File: src/rtl/instruction_fetch_unit.sv
// instruction_fetch_unit: fetches a 16-bit instruction at the PC as two byte reads and hands it to the decoder
//   clk_in/reset_n_in         clock, asynchronous active-low reset
//   pc_in, fetch_req_in       fetch request at pc_in (bit0 ignored), sampled in IDLE only
//   flush_in                  aborts any fetch and drops the held instruction
//   mem_addr_out/mem_rd_*     8-bit read bus: level request, ack means data valid this cycle
//   instr_out/instr_valid_out assembled word, held until instr_ready_in
//   pc_update_en_out          one-cycle strobe on decoder accept
//   busy_out                  fetch unit not idle
module instruction_fetch_unit #(
  parameter int ADDR_WIDTH = 16,
  parameter bit BIG_ENDIAN = 1'b1
) (
  input  logic                  clk_in,
  input  logic                  reset_n_in,
  input  logic [ADDR_WIDTH-1:0] pc_in,
  input  logic                  fetch_req_in,
  input  logic                  flush_in,
  output logic [ADDR_WIDTH-1:0] mem_addr_out,
  output logic                  mem_rd_req_out,
  input  logic                  mem_rd_ack_in,
  input  logic [7:0]            mem_rd_data_in,
  output logic [15:0]           instr_out,
  output logic                  instr_valid_out,
  input  logic                  instr_ready_in,
  output logic                  pc_update_en_out,
  output logic                  busy_out
);
  typedef enum logic [1:0] {IDLE, RD0, RD1, HOLD} state_e;
  state_e                state_q, state_d;
  logic [ADDR_WIDTH-1:0] addr_q, addr_d;
  logic [7:0]            byte_q, byte_d;
  logic [15:0]           instr_q, instr_d;
  logic                  unused_pc0;
  assign unused_pc0 = pc_in[0];
  always_ff @(posedge clk_in or negedge reset_n_in) begin
    if (!reset_n_in) begin
      state_q <= IDLE;
      addr_q  <= '0;
      byte_q  <= '0;
      instr_q <= '0;
    end else begin
      state_q <= state_d;
      addr_q  <= addr_d;
      byte_q  <= byte_d;
      instr_q <= instr_d;
    end
  end
  // A flush leaves every data register untouched, so a same-cycle ack is simply discarded.
  always_comb begin
    state_d = state_q;
    addr_d  = addr_q;
    byte_d  = byte_q;
    instr_d = instr_q;
    if (flush_in) state_d = IDLE;
    else begin
      case (state_q)
        IDLE: if (fetch_req_in) begin
          state_d = RD0;
          addr_d  = {pc_in[ADDR_WIDTH-1:1], 1'b0};
        end
        RD0: if (mem_rd_ack_in) begin
          state_d = RD1;
          byte_d  = mem_rd_data_in;
        end
        RD1: if (mem_rd_ack_in) begin
          state_d = HOLD;
          instr_d = BIG_ENDIAN ? {byte_q, mem_rd_data_in} : {mem_rd_data_in, byte_q};
        end
        HOLD: if (instr_ready_in) state_d = IDLE;
        default: state_d = IDLE;
      endcase
    end
  end
  // Bus outputs depend on registered state only, so they cannot glitch.
  assign mem_rd_req_out   = (state_q == RD0) || (state_q == RD1);
  assign mem_addr_out     = {addr_q[ADDR_WIDTH-1:1], state_q == RD1};
  assign instr_out        = instr_q;
  assign instr_valid_out  = state_q == HOLD;
  assign pc_update_en_out = instr_valid_out && instr_ready_in && !flush_in;
  assign busy_out         = state_q != IDLE;
endmodule

File: config.mk
export PLATFORM = sky130hd
export DESIGN_NAME = instruction_fetch_unit
export DESIGN_NICKNAME = d
export VERILOG_FILES = /design/src/rtl/instruction_fetch_unit.sv
export SDC_FILE = /design/constraint.sdc
export NUM_CORES = 1
export LEC_CHECK = 0
export CAP_MARGIN = 0
export CORE_MARGIN = 2
export CORE_UTILIZATION = 39
export DETAILED_ROUTE_END_ITERATION = 7
export PLACE_DENSITY_LB_ADDON = 0.08
export SLEW_MARGIN = 30
export SYNTH_ARGS = -nofsm -noshare
export SYNTH_HDL_FRONTEND = slang
export SYNTH_SLANG_ARGS = --single-unit
export TNS_END_PERCENT = 5
File: constraint.sdc
create_clock -name clk_in -period 1.4 [get_ports clk_in]
set_clock_uncertainty 0.05 [all_clocks]
set_input_delay 0.14 -clock clk_in [delete_from_list [all_inputs] [get_ports clk_in]]
set_output_delay 0.14 -clock clk_in [all_outputs]
set_load 0.005 [all_outputs]
==> results of run 1 <==
[sequential cells by signal, indices dropped and copies added (netlist names)]
name / flops
instr_out: 16
addr_q: 15
byte_q: 8
state_q: 2
[placed cells by master, fill, tap and decap left out]
cell type	Yosys	routed
buf_6	0	6
dlymetal6s2s_1	0	6
mux2_4	10	11
clkbuf_8	0	6
o311ai_4	0	1
nor2b_4	1	1
nand2_8	0	2
clkinvlp_4	0	1
nand3b_4	1	2
ha_2	0	1
and3b_2	1	1
o21bai_1	1	1
nor2_4	0	1
o221ai_2	0	1
bufinv_16	0	1
ha_4	0	4
mux2_2	29	28
inv_1	4	1
inv_2	0	2
o311ai_2	0	1
nand2b_4	0	2
clkdlybuf4s50_1	0	52
buf_4	0	11
buf_8	1	1
nand3b_1	1	1
o21ai_0	1	1
buf_2	0	3
dfrtp_2	0	1
dlygate4sd3_1	0	1
nor2_1	2	1
inv_4	0	1
dfrtp_1	41	40
a211o_2	2	2
[power by group through the flow]
stage	clock network (µW)	registers [µW]	logic, µW
global route	1070	2170	3100
global placement	0	2060	2300
CTS	1010	2080	2750
floorplan	0	2090	989
finish	975	2090	2900
detailed placement	0	2080	2370
[routing by layer]
metal / vias up / track usage / wire, µm
li1: 562 / - / -
met2: 54 / 0.2675 / 1943
met1: 599 / 0.2044 / 1617
met5: - / 0 / 0
met4: 0 / 0.06918 / 85
met3: 9 / 0.05907 / 266
[path summary, 6_finish.rpt]
check,startpoint,endpoint,slack (ps),cells after the start
max in group asynchronous,reset_n_in,state_q[1]$_DFFE_PN0P_,550,3
min in group clk_in,pc_in[3],addr_q[3]$_DFFE_PN0P_,410,2
worst max register to register,state_q[1]$_DFFE_PN0P_,state_q[0]$_DFFE_PN0P_,-90,6
worst min register to register,byte_q[1]$_DFFE_PN0P_,instr_out[9]$_DFFE_PN0P_,450,1
worst max-delay path,state_q[1]$_DFFE_PN0P_,state_q[0]$_DFFE_PN0P_,-90,6
worst min-delay path,reset_n_in,addr_q[2]$_DFFE_PN0P_,380,3
[logic make-up after synthesis]
kind of cell	after synthesis	synth area share
and+or+nand+nor	10	0.05039
AOI/OAI and AO/OA	7	0.03336
muxes	39	0.2704
DFF	41	0.5820
buffers and inverters	6	0.02838
adders and majority gates	5	0.03549
[cell type report]
class,count,area [µm²],share of cell area
clock inverters,2,37.54,0.01315
multi-input cells,62,839.6,0.2940
well taps,52,65.06,0.02279
flip-flops and latches,41,1027,0.3598
clock buffers,6,82.58,0.02892
inverters,4,17.52,0.006135
repair buffers,80,785.8,0.2752
[per-stage QoR]
stage / setup slack [ps] / TNS [ps] / cells
after floorplan: -66.22 / -943.1 / 108
after detailed placement: -248.7 / -8167 / 230
after global placement: -170.6 / -5674 / 230
final: -90.61 / -1385 / 247
after CTS: -101.6 / -3483 / 245
after global routing: -153.4 / -3130 / 247
[critical path: cells and delay by family, from the launching register on]
family	cells	cell delay [ps]
AO/OA/AOI/OAI	2	410
flip-flops	1	470
adder cells (fa/ha/maj)	1	170
AND/OR/NAND/NOR	1	50
buffers and inverters	2	200
[what timing repair did]
item,4_1_cts,5_1_grt
pin swaps,7,4
gates resized for setup,46,15
endpoints found under the hold margin,41,0
setup endpoints to repair,46,52
buffers inserted,5,2
gates cloned,1,0
hold buffers,1,0
==> out/qor.yml, run 1 <==
critPathLaunchType: "flip-flop"
hold_viol: 0
final_cell_area_um2: 2855
setup_viol: 29
fmax_ghz: 0.6709
hold_slack_ps: 378.3
cts.path.max_buffers: 2
powerDensity_nw_per_um2: 2087
cp_slowest_cell: "dfrtp_2"
arrival_ps: 1600
grt_max_degree: 42
p_seq_frac: 0.350
antenna_found_initial: 0
n_fill_cell: 319
yosys-top-cells-count: "dfrtp_1 (41), mux2_2 (29), mux2_4 (10)"
synth_most_common_cell: "dfrtp_1"
maxSlewHeadroom: 0.6658
overflow: 0
drv_slew: 0
cp_max_fo: 4
die_h_um: 71.24
dr.pass1.iters: 4
maxCapViolations: 0
hp-class: "in -> async"
cts.sinks: 41
synth_edf_count: 0
synthDistinctLibCells: 20
yosysTopAreaCell: "dfrtp_1"
switching_share: 0.2782
layout_min_cycle_time_ps: 1491
grt_pass1_vias: 1318
place_area_um2: 2491
hpwl_um: 2559
crit_chain: "inv_4 -> buf_6 -> ha_4 -> nor2_4 -> o311ai_4 -> o221ai_2"
wirelength_um: 3913
rsz0062_at_grt: "yes"
ys_warn_count: 0
initial_utilization: 0.4049
fp-row-count: 24
pwr-share-clk: 0.164
synth_seq_cells: 41
intPower_uw: 4300
synth_area_leaders: "dfrtp_1 (58%), mux2_2 (19%), mux2_4 (8.5%)"
vias_per_cell: 4.955
drive_gt1_frac: 0.4667
tightest_slew_ps: 501.3
synthCells: 108
design.core.area_um2: 4354
grt_pass1_wl_um: 6486
finalNetCount: 229
drtIter0Drc: 37
switchingPower_uw: 1658
ys_seq_area_frac: 0.5820
p_leak_uw: 0.001346
status: "finished with violations"
grt_usage: 0.1665
drc: 0
failed_checks: "setup timing"
synth_area_um2: 1763
final_util: 0.6557
htree_levels: 2
die-area_um2: 5074
insertion_delay_ps: 290
cts_made_buffers: 5
combPwrFrac: 0.486
routed-via-count: 1224
cp-end-kind: "flip-flop"
cts_tree: "yes"
syn-mean-instance-area_um2: 16.32
n_antenna_cell: 0
path_clk_slew_ps: 80
fin_crit_sh: 1.065
finalPower_uw: 5958
synth_async_sr_flop_share: 1.000
irDropWorstVdd_mv: 0.8820
yosysTopAreaCellShare: 0.5820
avgRoutedWirePerCell_um: 15.84
gp_congestion: 0.7210
ant_nets: 0
synth_nets: 143
die_w_um: 71.24
crit_required_ps: 1500
io_pins: 66
slowest_delay_ps: 470
portBuffers: 64
cts_root_buf: "clkbuf_8"
worst_slack_ps: -90.61
area_growth_pct: 61.96
crit_type: "reg -> reg"
synth_flop_cell: "dfrtp_1"
Power figures use the tool's default switching activity.
==> run 2: changes to the inputs <==
- SETUP_SLACK_MARGIN: default -> 0.02
==> run 2 against run 1 <==
The flow still finishes with violations (setup timing). Sequential cell count did not move. Sequential power barely moved. Via count fell by 4.9%. Count of clock-buffer cells in the layout did not move. Worst setup slack got worse by 40 ps. Maximum frequency fell by 2.6%. Clock power fell by 21%. Register-to-register slack barely moved. Die area did not move. Largest cell class unchanged. First-iteration DRC count rose by 8.1%.
==> out/qor.yml, run 2 (synthesis results as in run 1) <==
status: "finished with violations"
grt_pass1_vias: 1285  # -2.5%
crit_chain: "buf_4 -> ha_4 -> and3b_2 -> buf_6"
failed_checks: "setup timing"
portBuffers: 64  # unchanged
area_growth_pct: 54.93
gp_congestion: 0.7254  # +0.61%
slowest_delay_ps: 440  # -30 ps
grt_max_degree: 19  # -55%
intPower_uw: 3905  # -9.2%
grt_pass1_wl_um: 5830  # -10%
die_w_um: 71.24  # unchanged
initial_utilization: 0.4049  # unchanged
cp_slowest_cell: "dfrtp_2"
path_clk_slew_ps: 80  # about the same
fmax_ghz: 0.6533  # -2.6%
worst_slack_ps: -130.6  # -40.03 ps
overflow: 0  # unchanged
instances_no_fill: 238  # -3.6%
layout_min_cycle_time_ps: 1531  # +40.03 ps
drtIter0Drc: 40  # +8.1%
mostFrequentLayoutCells: "clkdlybuf4s50_1 (48), dfrtp_1 (39), mux2_2 (25)"
drc: 0  # unchanged
arrival_ps: 1340  # -260 ps
final_util: 0.6273  # -0.02845
routed-via-count: 1164  # -4.9%
tns_ps: -1867  # -481.6 ps
vias_per_cell: 4.891  # -1.3%
maxSlewHeadroom: 0.7413  # +0.07548
cts_made_buffers: 5  # unchanged
die-area_um2: 5074  # unchanged
p_leak_uw: 0.001340  # -0.47%
rsz0062_at_grt: "yes"
combPwrFrac: 0.473  # -0.013
grt_usage: 0.1482  # -0.01831
crit_required_ps: 1210  # -290 ps
critPathLaunchType: "flip-flop"
design.core.area_um2: 4354  # unchanged
cp_max_fo: 3  # -1
cp_num_buf_inv: 2  # unchanged
io_pins: 66  # unchanged
irDropWorstVdd_mv: 0.9177  # +4.0%
cts.path.max_buffers: 2  # unchanged
path_delay_family: "flip-flops"
switching_share: 0.2808  # +0.002556
cts_root_buf: "clkbuf_8"
hold_slack_ps: 257.9  # -120.4 ps
cts_tree: "yes"
switchingPower_uw: 1524  # -8.0%
insertion_delay_ps: 290  # about the same
setup_viol: 36  # +24%
tightest_slew_ps: 388.1  # -113.2 ps
n_fill_cell: 332  # +4.1%
place_inst: 228  # -0.87%
cp-end-kind: "primary output"
htree_levels: 2  # unchanged
drv_slew: 0  # unchanged
crit_type: "reg -> out"
maxCapViolations: 0  # unchanged
finalNetCount: 221  # -3.5%
dr.pass1.iters: 4  # unchanged
drive_gt1_frac: 0.4086  # -0.05806
hold_viol: 0  # unchanged
antenna_found_initial: 0  # unchanged
fp-row-count: 24  # unchanged
ant_nets: 0  # unchanged
die_h_um: 71.24  # unchanged
largest_reg_flops: 16  # unchanged
wirelength_um: 3617  # -7.6%
fin_crit_sh: 1.093  # +0.02859
hpwl_um: 2530  # -1.1%
pwr-share-clk: 0.142  # -0.022
powerDensity_nw_per_um2: 1988  # -4.7%
hp-class: "in -> async"
avgRoutedWirePerCell_um: 15.20  # -4.1%
p_seq_frac: 0.385  # +0.035
n_antenna_cell: 0  # unchanged
layout_commonest_cell: "clkdlybuf4s50_1"
cts.sinks: 41  # unchanged
==> run 2: final cells by class <==
class / instances / area [µm²] / share of cell area
Multi-Input combinational cell: 61 / 798.3 / 0.2923
Clock buffer: 6 / 82.58 / 0.03023
Inverter: 4 / 15.01 / 0.005497
Timing Repair Buffer: 73 / 734.5 / 0.2689
Tap cell: 52 / 65.06 / 0.02382
Clock inverter: 1 / 7.507 / 0.002749
Sequential cell: 41 / 1028 / 0.3765
==> run 2: worst paths after layout <==
| kind | from | to | slack, ps | depth (start not counted) |
|---|---|---|---|---|
| min in group clk_in | pc_in[11] | addr_q[11]$_DFFE_PN0P_ | 410 | 2 |
| hold reg to reg | addr_q[1]$_DFFE_PN0P_ | addr_q[1]$_DFFE_PN0P_ | 450 | 1 |
| setup reg to reg | state_q[0]$_DFFE_PN0P_ | addr_q[12]$_DFFE_PN0P_ | -90 | 4 |
| hold / removal | reset_n_in | addr_q[10]$_DFFE_PN0P_ | 260 | 2 |
| setup / recovery | state_q[0]$_DFFE_PN0P_ | pc_update_en_out | -130 | 4 |
| max in group asynchronous | reset_n_in | state_q[1]$_DFFE_PN0P_ | 530 | 3 |
==> run 2: per-layer routing <==
metal / share of wire / track usage / vias up
met5: 0 / 0 / -
met1: 0.39 / 0.1664 / 578
li1: - / - / 535
met4: 0.016 / 0.06289 / 0
met2: 0.52 / 0.2644 / 44
met3: 0.070 / 0.03938 / 7
==> run 2: worst reg2reg max path: cells and delay by family, from the launching register on <==
kind          cells  cell delay, ps
fa+ha+maj         1             180
simple gates      1             210
mux               1             350
flops             1             440
buf+inv           1             140
==> run 2: repair_timing <==
| item | in CTS | in global routing |
|---|---|---|
| buffers inserted | 2 | 0 |
| setup endpoints to repair | 46 | 59 |
| endpoints found under the hold margin | 16 | 0 |
| gates resized for setup | 25 | 20 |
| hold buffers | 1 | 0 |
| pin swaps | 2 | 1 |
==> run 2: power groups by stage <==
stage          clock network [µW]  registers, µW  logic, µW
2_1_floorplan                   0           2090       1040
3_3_place_gp                    0           2060       2310
3_5_place_dp                    0           2100       2370
4_1_cts                       798           2080       2550
5_1_grt                       851           2170       2750
6_report                      773           2090       2570
==> run 2: metrics by stage <==
| stage | worst slack (ps) | cell area, µm² | total power (µW) |
|---|---|---|---|
| 4_1_cts | -131.4 | 2678 | 5430 |
| 3_5_place_dp | -241.3 | 2489 | 4463 |
| 3_3_place_gp | -166.9 | 2489 | 4366 |
| 2_1_floorplan | -17.09 | 1778 | 3131 |
| 6_report | -130.6 | 2731 | 5429 |
| 5_1_grt | -158.4 | 2731 | 5777 |
